## src/rtl/elementwise_alu_pipe.sv

```systemverilog
// rtl/elementwise_alu_pipe.sv - lane-serial elementwise MUL/MAC/ADD/SUB over N-element vectors
module elementwise_alu_pipe #(
  parameter int W      = 8,
  parameter int N      = 16,
  parameter int LANES  = 4,
  parameter int SIGNED = 0
) (
  input  logic               clk,
  input  logic               rstn,
  input  logic               i_valid,
  output logic               o_ready,
  input  logic [1:0]         i_mode,
  input  logic [N*W-1:0]     i_mtx_u,
  input  logic [N*W-1:0]     i_mtx_v,
  output logic               o_valid,
  input  logic               i_ready,
  output logic [N*2*W-1:0]   o_mtx_m,
  output logic               o_busy
);

  localparam int BEATS = N / LANES;
  localparam int BW    = (BEATS > 1) ? $clog2(BEATS) : 1;

  localparam logic [1:0] S_IDLE = 2'd0;
  localparam logic [1:0] S_RUN  = 2'd1;
  localparam logic [1:0] S_DONE = 2'd2;

  localparam logic [1:0] MODE_MUL = 2'd0;
  localparam logic [1:0] MODE_MAC = 2'd1;
  localparam logic [1:0] MODE_ADD = 2'd2;
  localparam logic [1:0] MODE_SUB = 2'd3;

  logic [1:0]         state;
  logic [BW-1:0]      beat;
  logic [N*W-1:0]     u_q;
  logic [N*W-1:0]     v_q;
  logic [1:0]         mode_q;
  logic [N*2*W-1:0]   m_q;
  logic [2*W-1:0]     lane_res [LANES];

  function automatic logic [2*W-1:0] ext(input logic [W-1:0] x);
    if (SIGNED != 0) return {{W{x[W-1]}}, x};
    else             return {{W{1'b0}}, x};
  endfunction

  // Products of the 2W-bit extended operands truncated to 2W are exact in both signednesses.
  function automatic logic [2*W-1:0] lane_op(input logic [W-1:0] a, input logic [W-1:0] b,
                                             input logic [2*W-1:0] prev, input logic [1:0] mode);
    logic [2*W-1:0] r;
    case (mode)
      MODE_MUL: r = ext(a) * ext(b);
      MODE_MAC: r = prev + ext(a) * ext(b);
      MODE_ADD: r = ext(a) + ext(b);
      MODE_SUB: r = ext(a) - ext(b);
      default:  r = '0;
    endcase
    return r;
  endfunction

  always_comb begin
    int idx;
    idx = 0;
    for (int l = 0; l < LANES; l++) begin
      idx = int'(beat) * LANES + l;
      lane_res[l] = lane_op(u_q[idx*W +: W], v_q[idx*W +: W], m_q[idx*2*W +: 2*W], mode_q);
    end
  end

  always_ff @(posedge clk or negedge rstn) begin
    if (!rstn) begin
      state  <= S_IDLE;
      beat   <= '0;
      u_q    <= '0;
      v_q    <= '0;
      mode_q <= '0;
      m_q    <= '0;
    end else begin
      case (state)
        S_IDLE: begin
          if (i_valid) begin
            u_q    <= i_mtx_u;
            v_q    <= i_mtx_v;
            mode_q <= i_mode;
            beat   <= '0;
            state  <= S_RUN;
          end
        end
        S_RUN: begin
          for (int l = 0; l < LANES; l++) begin
            m_q[(int'(beat) * LANES + l)*2*W +: 2*W] <= lane_res[l];
          end
          beat <= beat + 1'b1;
          if (beat == BW'(BEATS - 1)) state <= S_DONE;
        end
        S_DONE: begin
          if (i_ready) state <= S_IDLE;
        end
        default: state <= S_IDLE;
      endcase
    end
  end

  assign o_ready = (state == S_IDLE);
  assign o_busy  = (state == S_RUN);
  assign o_valid = (state == S_DONE);
  assign o_mtx_m = m_q;

endmodule

```

## config.mk

```make
export PLATFORM = sky130hd
export DESIGN_NAME = elementwise_alu_pipe
export DESIGN_NICKNAME = d
export VERILOG_FILES = /design/src/rtl/elementwise_alu_pipe.sv
export SDC_FILE = /design/constraint.sdc
export NUM_CORES = 2
export LEC_CHECK = 0
export CORE_UTILIZATION = 58
export DETAILED_ROUTE_END_ITERATION = 10
export PLACE_DENSITY = 0.79
export SYNTH_ARGS = -nofsm -noshare
export SYNTH_HDL_FRONTEND = slang
export SYNTH_SLANG_ARGS = --single-unit
```

## constraint.sdc

```tcl
create_clock -name clk -period 8.2 [get_ports clk]
set_clock_uncertainty 0.15 [all_clocks]
set_input_delay 1.23 -clock clk [delete_from_list [all_inputs] [get_ports clk]]
set_output_delay 1.23 -clock clk [all_outputs]
set_load 0.03 [all_outputs]
```

==> run summary <==
==========================================================================================
Register-to-Register Path Depth .............................................           21
Simple-gate portion of the synthesized area .................................        0.140
Pin count of the biggest net entering global routing ........................          134
Post-CTS repair timing setup buffer count ...................................            0
Vias in the first global route ..............................................        36000
Routed wire per std cell ....................................................      23.5 um
Time the worst path needs with I/O delays and setup .........................      7320 ps
CP arrival ..................................................................      7740 ps
Ports placed on the boundary ................................................          521
Std-Cell Core Area ..........................................................   71700 um^2
Overall die area ............................................................   73800 um^2
Final period utilization ....................................................        0.892
Run status ..................................................................    completed
Post-synth ARST share .......................................................         1.00
Remaining design rule violation count .......................................            0
Max stage delay on crit path ................................................       890 ps
Post-route antenna net violation count ......................................            0
Count of mapped cells out of synthesis ......................................         4483
Total number of yosys warnings ..............................................            0
Hold crit path type ......................................................... flip-flop to flip-flop
Sum of routed wire length over all layers ...................................    139000 um
Maxcap violations ...........................................................            0
Starting density of the core ................................................        0.588
Transition time at the pin with the least slew margin .......................      1220 ps
Number of library cell types mapped by synthesis ............................           79
CP Buf/Inv Count ............................................................            5
Sequential area share after synthesis .......................................        0.307
Number of max-slew violations in the final report ...........................            0
Detailed Route Iter0 Violations .............................................         3397
Type of element capturing the critical path .................................    flip-flop
Total of hold buffers inserted after clock tree synthesis ...................            0
Number of synthesized register bits .........................................          518
Worst setup endpoint ........................................................  o_mtx_m[14]
Worst relative slew slack ...................................................        0.182
Antenna violations before repair ............................................           11
Total overflow reported by the global router ................................            0
Main combinational cell family by area after synthesis ......................  adder cells
CTS tree ....................................................................        built
Sum Neg Setup Slack .........................................................         0 ps
Startpoint types ............................................................    flip-flop
Die boundary width ..........................................................       272 um
# setup viols final .........................................................            0
Gp weighted congestion ......................................................        0.973
Critical Path Stages ........................................................           21
Reg2Reg Setup Slack .........................................................       880 ps
Layout net count ............................................................         5903
CP max FO ...................................................................           50
Final hold violation count ..................................................            0
Relative area change from synthesis to final layout .........................        19.2%
XOR/XNOR Fraction of Synth Area .............................................       0.0235
R2r startpoint ..............................................................      beat[1]
Multiplexer share of the synthesized area ...................................       0.0731
Average size of a mapped cell ...............................................    9.41 um^2
Combined global-route utilization of all metal layers .......................        0.380
Post-CTS resize count .......................................................            0
Fmax achieved ...............................................................      137 MHz
Number of port buffers ......................................................          520
Drt first pass iters ........................................................            5
# H-tree levels .............................................................            2
Die extent in y .............................................................       272 um
Complex-gate fraction of the synthesized area ...............................        0.118
Clock Pin Slew Worst Setup and Hold Paths ...................................        70 ps
Fraction of final layout cells with drive strength greater than 1 ...........       0.0641
Layout fillers ..............................................................         5534
Required time at the worst-slack endpoint ...................................      8620 ps
Post-synth EDFFs ............................................................            0
Reg-to-reg endpoint .........................................................  o_mtx_m[14]
Global-route wire length before repair ......................................    213000 um
Std cell rows ...............................................................           98
Cell-by-cell listing of the critical path ................................... buf_4 -> mux4_2 -> ha_1 -> fa_1 -> inv_1 -> fa_1 -> inv_1 -> ha_1 -> ha_1 -> inv_1 -> fa_1 -> fa_1 -> inv_1 -> ha_1 -> and3_1 -> and3_1 -> a211oi_1 -> o21ai_0 -> xnor2_1 -> a21oi_1 -> a22o_1
Synthesized net count .......................................................         5453
Clock latency on the worst-skew pair ........................................       650 ps
Vias after detailed routing .................................................        35600
Number of buffers between clock root and the deepest sink ...................            3
Half-perimeter wire length after detailed placement .........................    108000 um
Vias per cell ...............................................................         5.99
Top flip-flop cell by instance count after synthesis ........................ sky130_fd_sc_hd__dfrtp_1
Gate family responsible for the most delay along the worst path .............  adder cells
Clock tree root driver cell ................................................. sky130_fd_sc_hd__clkbuf_16
Slowest library cell on the worst path ...................................... sky130_fd_sc_hd__dfrtp_4
Share of synthesized cell area in full adder, half adder and majority cells .        0.260
Area of the mapped netlist ..................................................   42200 um^2
Unrepaired setup endpoints after global routing .............................        false
Worst setup path start ......................................................      beat[1]
TritonCTS buffer count ......................................................           55
Sinks on Clock Net ..........................................................          518
Critical path class ......................................................... flip-flop to flip-flop
==========================================================================================
-- registers in the layout, summed over array words and instances (netlist names) --
name / cells
state: 2
o_mtx_m: 256
u_q: 128
beat: 2
v_q: 128
mode_q: 2
-- layout make-up --
cell class              instances  area [um^2]  share of cell area
well taps                     950         1190              0.0236
multi-input cells            3093        26000               0.517
clock buffers                  71         1560              0.0310
inverters                     701         2630              0.0523
repair buffers                564         5590               0.111
clock inverters                31          355             0.00706
flip-flops and latches        518        13000               0.258
diodes                          4         10.0            0.000199
-- worst min-delay path by stage --
stage | to | cells past startpoint | startpoint | slack, ps
after floorplan | u_q[64] | 2 | u_q[64] | 290
after global placement | u_q[64] | 2 | u_q[64] | 300
after detailed placement | v_q[78] | 2 | v_q[78] | 310
after CTS | v_q[78] | 2 | v_q[78] | 320
after global routing | u_q[102] | 2 | u_q[102] | 340
final | u_q[80] | 2 | u_q[80] | 320
-- metrics by stage --
stage               cell area (um^2)  utilization  hold WS (ps)  worst slack (ps)  cells
finish                         50300        0.701           323               882   5932
global route                   50300        0.701           345               576   5929
CTS                            50300        0.701           324               943   5928
detailed placement             48400        0.674           308               985   5826
global placement               48400        0.674           303              1090   5826
floorplan                      42200            -           290              1370   4483
-- cell usage in the layout, fill, tap and decap left out, types with 16 or more instances in the layout --
| cell type | count |
|---|---|
| sky130_fd_sc_hd__and2_1 | 100 |
| sky130_fd_sc_hd__dfrtp_1 | 514 |
| sky130_fd_sc_hd__o21ai_1 | 65 |
| sky130_fd_sc_hd__a21oi_1 | 118 |
| sky130_fd_sc_hd__inv_1 | 692 |
| sky130_fd_sc_hd__buf_4 | 40 |
| sky130_fd_sc_hd__nor2_1 | 123 |
| sky130_fd_sc_hd__a21o_1 | 42 |
| sky130_fd_sc_hd__mux4_2 | 133 |
| sky130_fd_sc_hd__nand2b_1 | 27 |
| sky130_fd_sc_hd__o21a_1 | 28 |
| sky130_fd_sc_hd__nand2_1 | 1035 |
| sky130_fd_sc_hd__nor2b_1 | 20 |
| sky130_fd_sc_hd__nor3_1 | 16 |
| sky130_fd_sc_hd__fa_1 | 280 |
| sky130_fd_sc_hd__xor2_1 | 40 |
| sky130_fd_sc_hd__ha_1 | 428 |
| sky130_fd_sc_hd__o21ai_0 | 123 |
| sky130_fd_sc_hd__o31ai_1 | 19 |
| sky130_fd_sc_hd__xnor2_1 | 73 |
| sky130_fd_sc_hd__nand3_1 | 26 |
| sky130_fd_sc_hd__clkbuf_16 | 56 |
| sky130_fd_sc_hd__a211oi_1 | 41 |
| sky130_fd_sc_hd__clkdlybuf4s50_1 | 519 |
| sky130_fd_sc_hd__a22o_1 | 145 |
-- cells by family (layout without fill, tap and decap cells) --
kind of cell    after synthesis  after routing
simple gates               1409           1409
other cells                   0              4
compound gates              721            721
mux                         142            142
buf+inv                     872           1367
flops                       518            518
xor+xnor                    113            113
fa+ha+maj                   708            708
-- per-layer routing --
metal  global-route usage  routed length [um]
met1                0.512               55900
met2                0.589               62500
met3               0.0957               14600
met4                0.157                6130
met5                    0                  62
-- tightest hold or removal path, cell delays in order, from the launching register on --
cell and delay, ps:
sky130_fd_sc_hd__dfrtp_1 340, sky130_fd_sc_hd__nand2_1 50, sky130_fd_sc_hd__nand2_1 60
-- synthesized netlist by cell type, types with 9 or more instances --
cell | n | area share
sky130_fd_sc_hd__o21bai_1 | 9 | 0.0016
sky130_fd_sc_hd__nand2_1 | 1040 | 0.093
sky130_fd_sc_hd__o21ai_0 | 123 | 0.015
sky130_fd_sc_hd__o21a_1 | 28 | 0.0050
sky130_fd_sc_hd__inv_1 | 692 | 0.062
sky130_fd_sc_hd__mux4_2 | 133 | 0.071
sky130_fd_sc_hd__a31oi_1 | 10 | 0.0015
sky130_fd_sc_hd__nand4_1 | 14 | 0.0021
sky130_fd_sc_hd__xor2_1 | 40 | 0.0083
sky130_fd_sc_hd__xnor2_1 | 73 | 0.015
sky130_fd_sc_hd__nand3_1 | 26 | 0.0031
sky130_fd_sc_hd__dfrtp_1 | 518 | 0.31
sky130_fd_sc_hd__o31ai_1 | 19 | 0.0034
sky130_fd_sc_hd__a31o_2 | 10 | 0.0021
sky130_fd_sc_hd__nor3_1 | 17 | 0.0020
sky130_fd_sc_hd__a32o_1 | 13 | 0.0031
sky130_fd_sc_hd__a21oi_1 | 118 | 0.014
sky130_fd_sc_hd__a21o_1 | 42 | 0.0075
sky130_fd_sc_hd__a22o_1 | 145 | 0.030
sky130_fd_sc_hd__nor2b_1 | 20 | 0.0030
sky130_fd_sc_hd__o21ai_1 | 65 | 0.0077
sky130_fd_sc_hd__and3_1 | 9 | 0.0013
sky130_fd_sc_hd__nand2b_1 | 27 | 0.0040
sky130_fd_sc_hd__clkbuf_1 | 133 | 0.012
sky130_fd_sc_hd__buf_1 | 15 | 0.0013
sky130_fd_sc_hd__a211oi_1 | 41 | 0.0073
sky130_fd_sc_hd__o31a_1 | 9 | 0.0019
sky130_fd_sc_hd__ha_1 | 428 | 0.13
sky130_fd_sc_hd__o211ai_1 | 11 | 0.0020
sky130_fd_sc_hd__and2_1 | 101 | 0.015
sky130_fd_sc_hd__fa_1 | 280 | 0.13
sky130_fd_sc_hd__nor2_1 | 124 | 0.011
sky130_fd_sc_hd__buf_2 | 22 | 0.0026
Power is not shown: default switching activity piles up to over one toggle a cycle in this logic, so the estimate is an artifact.
